## config.mk

```make
export PLATFORM = sky130hd
export DESIGN_NAME = ssd_scan_driver
export DESIGN_NICKNAME = d
export VERILOG_FILES = /design/src/rtl/ssd_pkg.sv /design/src/rtl/ssd_hex_decoder.sv /design/src/rtl/ssd_scan_driver.sv
export SDC_FILE = /design/constraint.sdc
export NUM_CORES = 1
export LEC_CHECK = 0
export BUFFER_PORTS_ARGS = -buffer_cell sky130_fd_sc_hd__buf_2
export CAP_MARGIN = 15
export CORE_ASPECT_RATIO = 1.75
export CORE_UTILIZATION = 45
export DETAILED_ROUTE_END_ITERATION = 8
export GPL_TIMING_DRIVEN = 1
export HOLD_SLACK_MARGIN = 0.12
export PLACE_DENSITY = 0.68
export SETUP_SLACK_MARGIN = 0.4
export SLEW_MARGIN = 20
export SYNTH_ARGS = -nofsm -noshare
export SYNTH_HDL_FRONTEND = slang
export SYNTH_SLANG_ARGS = --single-unit
```

## constraint.sdc

```tcl
create_clock -name clock -period 4.1 [get_ports clock]
set_clock_uncertainty 0.1 [all_clocks]
set_input_delay 0.205 -clock clock [delete_from_list [all_inputs] [get_ports clock]]
set_output_delay 0.205 -clock clock [all_outputs]
set_load 0.03 [all_outputs]
```

## src/rtl/ssd_pkg.sv

```systemverilog
// ssd_pkg: shared segment encodings for the seven-segment scan driver
package ssd_pkg;
  localparam logic [6:0] SEG_BLANK = 7'h7F;
  // active-low {g,f,e,d,c,b,a} patterns for 0..F
  localparam logic [6:0] SEG_HEX [16] = '{
    7'h40, 7'h79, 7'h24, 7'h30, 7'h19, 7'h12, 7'h02, 7'h78,
    7'h00, 7'h10, 7'h08, 7'h03, 7'h46, 7'h21, 7'h06, 7'h0E
  };
  function automatic logic [6:0] hex_seg(input logic [3:0] nib);
    return SEG_HEX[nib];
  endfunction
endpackage

```

## src/rtl/ssd_hex_decoder.sv

```systemverilog
// ssd_hex_decoder: combinational hex nibble to active-low segment pattern
module ssd_hex_decoder
  import ssd_pkg::*;
(
  input  logic [3:0] nibble,
  output logic [6:0] seg
);
  assign seg = hex_seg(nibble);
endmodule

```

## src/rtl/ssd_scan_driver.sv

```systemverilog
// ssd_scan_driver: multiplexed hex display scanner with PWM, blanking and double buffering
module ssd_scan_driver
  import ssd_pkg::*;
#(
  parameter int NUM_DIGITS  = 4,
  parameter int REFRESH_DIV = 100000,
  parameter int DUTY_BITS   = 3
) (
  input  logic                    clock,
  input  logic                    reset,
  input  logic [4*NUM_DIGITS-1:0] digits_i,
  input  logic [NUM_DIGITS-1:0]   dp_i,
  input  logic                    load_i,
  input  logic                    blank_lead_i,
  input  logic [DUTY_BITS-1:0]    brightness_i,
  output logic [NUM_DIGITS-1:0]   anode_o,
  output logic [6:0]              cathode_o,
  output logic                    dp_o,
  output logic                    frame_o
);
  localparam int CW = $clog2(REFRESH_DIV);
  localparam int SW = $clog2(NUM_DIGITS);
  localparam int OW = DUTY_BITS + CW + 1;
  localparam logic [CW-1:0] CNT_MAX = CW'(REFRESH_DIV - 1);
  localparam logic [SW-1:0] SLOT_MAX = SW'(NUM_DIGITS - 1);
  localparam logic [OW-1:0] ON_MAX = OW'(REFRESH_DIV - 1);
  localparam logic [NUM_DIGITS-1:0] DIG0 = NUM_DIGITS'(1);
  logic [CW-1:0] cnt;
  logic [SW-1:0] slot;
  logic [4*NUM_DIGITS-1:0] pend_dig, act_dig;
  logic [NUM_DIGITS-1:0] pend_dp, act_dp, lead_zero, blank;
  logic pend_vld, wrapped, tick, boundary, en;
  logic [OW-1:0] on_cycles, on_lim;
  logic [3:0] nibble;
  logic [6:0] seg;
  assign tick = cnt == CNT_MAX;
  assign boundary = tick && slot == SLOT_MAX;
  always_ff @(posedge clock or negedge reset)
    if (!reset) begin
      cnt     <= '0;
      slot    <= '0;
      wrapped <= 1'b0;
    end else begin
      cnt     <= tick ? '0 : cnt + 1'b1;
      if (tick) slot <= slot == SLOT_MAX ? '0 : slot + 1'b1;
      wrapped <= boundary;
    end
  // a load on the boundary cycle stays pending; the copy takes the older contents
  always_ff @(posedge clock or negedge reset)
    if (!reset) begin
      pend_dig <= '0;
      pend_dp  <= '0;
      pend_vld <= 1'b0;
      act_dig  <= '0;
      act_dp   <= '0;
    end else begin
      if (load_i) begin
        pend_dig <= digits_i;
        pend_dp  <= dp_i;
      end
      if (boundary && pend_vld) begin
        act_dig <= pend_dig;
        act_dp  <= pend_dp;
      end
      pend_vld <= load_i || (pend_vld && !boundary);
    end
  always_comb begin
    lead_zero = '0;
    lead_zero[NUM_DIGITS-1] = act_dig[4*NUM_DIGITS-1 -: 4] == 4'h0;
    for (int k = NUM_DIGITS - 2; k >= 0; k--)
      lead_zero[k] = lead_zero[k+1] && act_dig[4*k +: 4] == 4'h0;
    blank = blank_lead_i ? {lead_zero[NUM_DIGITS-1:1], 1'b0} : '0;
  end
  assign on_cycles = ((OW'(brightness_i) + OW'(1)) * OW'(REFRESH_DIV)) >> DUTY_BITS;
  assign on_lim = on_cycles > ON_MAX ? ON_MAX : on_cycles;
  assign en = cnt != '0 && OW'(cnt) <= on_lim;
  assign nibble = act_dig[{slot, 2'b00} +: 4];
  ssd_hex_decoder u_dec (
    .nibble (nibble),
    .seg    (seg)
  );
  always_ff @(posedge clock or negedge reset)
    if (!reset) begin
      anode_o   <= '1;
      cathode_o <= SEG_BLANK;
      dp_o      <= 1'b1;
      frame_o   <= 1'b0;
    end else begin
      anode_o   <= en ? ~(DIG0 << slot) : '1;
      cathode_o <= en && !blank[slot] ? seg : SEG_BLANK;
      dp_o      <= !(en && act_dp[slot]);
      frame_o   <= wrapped;
    end
endmodule

```

==> impl_metrics.ini <==
[clock_tree]
cts_inserted_buffers = 9
cts_max_path_buffers = 2
clkTransAtPathRegs_ns = 0.05
clock_latency_ns = 0.33
cts_tree = done
root_buffer = clkbuf_16
cts_sinks = 74
htree_levels = 3

[worst_setup_path]
cp_max_fo = 6
end_kind = flip-flop
reg2reg_from = cnt[1]$_DFF_PN0_
slowest_stage = or4_1
crit_chain = buf_8 -> clkinvlp_4 -> ha_4 -> ha_4 -> inv_2 -> fa_1 -> inv_1 -> ha_2 -> a21o_1 -> a221oi_4 -> o21bai_1 -> xor2_1 -> nor2_1 -> ha_1 -> and3_4 -> nand4_1 -> or4_1 -> o211ai_1 -> buf_4 -> o2111ai_2
critPathLaunch = brightness_i[0]
crit_path_start_kind = primary input
worstPathRequired_ns = 4.22
path_common_cell = ha_4
worst-path-buf-inv = 5
crit_family = adder cells
path_class = in2reg
slowest_delay_ns = 0.53
crit_arrival_ns = 3.99

[floorplan]
die_h_um = 132
rows = 47
die_area_sq_mm = 0.0101
start_util_pct = 46.1
coreArea_sq_mm = 0.00947
fp.dieW_um = 76.5
io_pins = 40

[global_route]
grt.overflow.total = 0
grt_pass1_vias = 3475
grt_max_degree = 31
antenna_found_initial = 0
grt_usage_pct = 20.7
grt_pass1_wl_um = 16300

[detailed_routing]
vias = 3253
drt_iter0_drc = 94
postRouteAntennaNets = 0
firstDrtPassIters = 4
finalWirelength_um = 9840
wire_per_inst_um = 16.4
drc = 0
vias_per_cell = 5.43

[layout]
antenna_cells = 0
fill_cells = 688
multi_input_area_sq_mm = 0.00255
seq_area_sq_mm = 0.00187
design_area_sq_mm = 0.00565
fin_nets = 547
fin_util_pct = 59.7
post_route_cells_drive_above_1_share_pct = 37.1
syn_to_final_growth_pct = 29.3

[yosys]
synth_edf_count = 0
synth-seq-cells = 74
synth.avg_cell_area_sq_um = 11.6
yosys-top-cells-area = dfrtp_1 (36%), ha_1 (13%), dfstp_2 (7.2%), mux2_4 (6.9%), mux2_2 (5.7%)
yosysUniqueCellTypes = 46
ys_seq_area_share_pct = 42.8
synth_top_flop_cell = dfrtp_1
postSynthCellCount = 378
synthesis.area_sq_mm = 0.00437
synth_top_area_share_pct = 35.5
yosysWarnings = 0
synth_largest_area_cell = dfrtp_1
async_reset_ff_share_pct = 100
synth_nets = 453

[sta]
slew_headroom_pct = 57.0
finalCriticalPeriod_ns = 3.87
final-max-slew-violation-count = 0
fmax_ghz = 0.259
rsz0062_at_grt = yes
worst_pin_slew_ns = 0.645
period_share_pct = 94.3
hold_viol_final = 0
setup_violations = 0

[placed_design]
dp_hpwl_um = 7300
portBuffers = 39
gp_congestion = 0.871
place_area_sq_mm = 0.00490

[power_and_ir_drop]
vdd_drop_max_v = 0.000324
powerDensity_mw_per_mm2 = 334
leakage_nw = 2.69

[job]
drv_cap = 0

[worst_hold_path]
hp-class = reg2reg
min-delay-start = wrapped$_DFF_PN0_

[outcome]
outcome = complete, no violations
==> routing by layer <==
metal / vias to the layer above / GRT usage [%] / wire (um)
li1: 1556 / - / -
met1: 1599 / 20.1 / 3590
met2: 69 / 40.8 / 5590
met3: 29 / 3.46 / 238
met4: 0 / 10.6 / 422
met5: - / 0 / 0
==> worst register-to-register path, stage by stage, from the launching register on <==
cell,delay (ns)
dfrtp_1,0.41
ha_1,0.25
and4_1,0.26
nand2_1,0.12
nor4_4,0.26
buf_4,0.24
nand3_2,0.08
buf_4,0.25
mux2_4,0.35
==> synthesized netlist by cell type, types with 3 or more instances <==
master / n
a21o_1: 6
a211o_1: 3
nor4_1: 4
clkbuf_1: 7
a22oi_1: 3
a21oi_1: 15
and2_1: 3
o21a_1: 3
nor2_1: 16
nor2b_1: 4
or3_1: 3
ha_1: 47
xor2_1: 9
nand2b_1: 3
mux4_2: 5
dfrtp_1: 62
and3_1: 5
o21ai_0: 10
nand3_1: 20
nand4_1: 11
mux2_2: 22
dfstp_2: 12
nor3_1: 8
nand2_1: 20
mux2_4: 20
xnor2_1: 10
inv_1: 19
==> final cells by class <==
class	instances	share of cell area, %
multi-input combinational	273	45.1
sequential	74	33.1
timing repair buffer	94	12.0
clock buffer	12	4.36
tap	122	2.70
inverter	20	1.42
clock inverter	4	1.33
==> state kept, by name (all words and copies together), names as in the netlist <==
| register | flops |
|---|---|
| anode_o | 4 |
| cathode_o | 7 |
| wrapped | 1 |
| pend_vld | 1 |
| cnt | 17 |
| act_dp | 4 |
| act_dig | 16 |
| pend_dp | 4 |
| slot | 2 |
| dp_o | 1 |
| pend_dig | 16 |
| frame_o | 1 |
==> path summary, 6_finish.rpt <==
kind	endpoint	slack (ns)	cells after the start
min in group asynchronous	pend_dig[3]$_DFFE_PN0P_	0.33	2
max in group asynchronous	dp_o$_DFF_PN1_	2.74	3
min reg2reg	frame_o$_DFF_PN0_	0.25	0
max reg2reg	act_dig[11]$_DFFE_PN0P_	1.66	8
min	frame_o$_DFF_PN0_	0.25	0
max	cathode_o[4]$_DFF_PN1_	0.23	20
==> kinds of logic after synthesis <==
logic type / synth area share, %
compound gates: 7.42
xor+xnor: 3.81
fa+ha+maj: 13.9
buf+inv: 3.07
flops: 42.8
mux: 15.4
simple gates: 13.7
==> stage by stage <==
stage | hold WS (ns) | worst slack (ns) | setup TNS (ns) | std cells | total power [W]
after CTS | 0.254 | 0.211 | 0 | 593 | 0.00189
after detailed placement | 0.163 | -0.189 | -1.57 | 551 | 0.00101
after global routing | 0.259 | 0.0794 | 0 | 599 | 0.00197
final | 0.251 | 0.234 | 0 | 599 | 0.00189
after floorplan | -0.191 | 0.166 | 0 | 378 | 0.000921
after global placement | 0.151 | -0.0773 | -0.335 | 551 | 0.00100
==> power breakdown <==
part / internal [W] / switching, W
Clock: 0.000549 / 0.000286
Combinational: 0.000154 / 0.000136
Sequential: 0.000752 / 0.0000104
==> placed cells by master (no fill, tap or decap), drive strengths merged, types with 11 or more instances in the layout <==
cell type / instances
a21oi: 15
dfstp: 12
dlygate4sd3: 21
nand2: 21
mux2: 42
dfrtp: 62
buf: 73
nand4: 11
nand3: 21
nor2: 16
inv: 18
clkbuf: 12
ha: 47
==> what timing repair did <==
item / in CTS / in global routing
endpoints found under the hold margin: 38 / 0
hold buffers: 21 / 0
pin swaps: 10 / 6
cloned: 1 / 0
resized for setup: 16 / 8
endpoints found under the setup margin: 12 / 12
setup buffers: 4 / 6
Power figures use the tool's default switching activity.
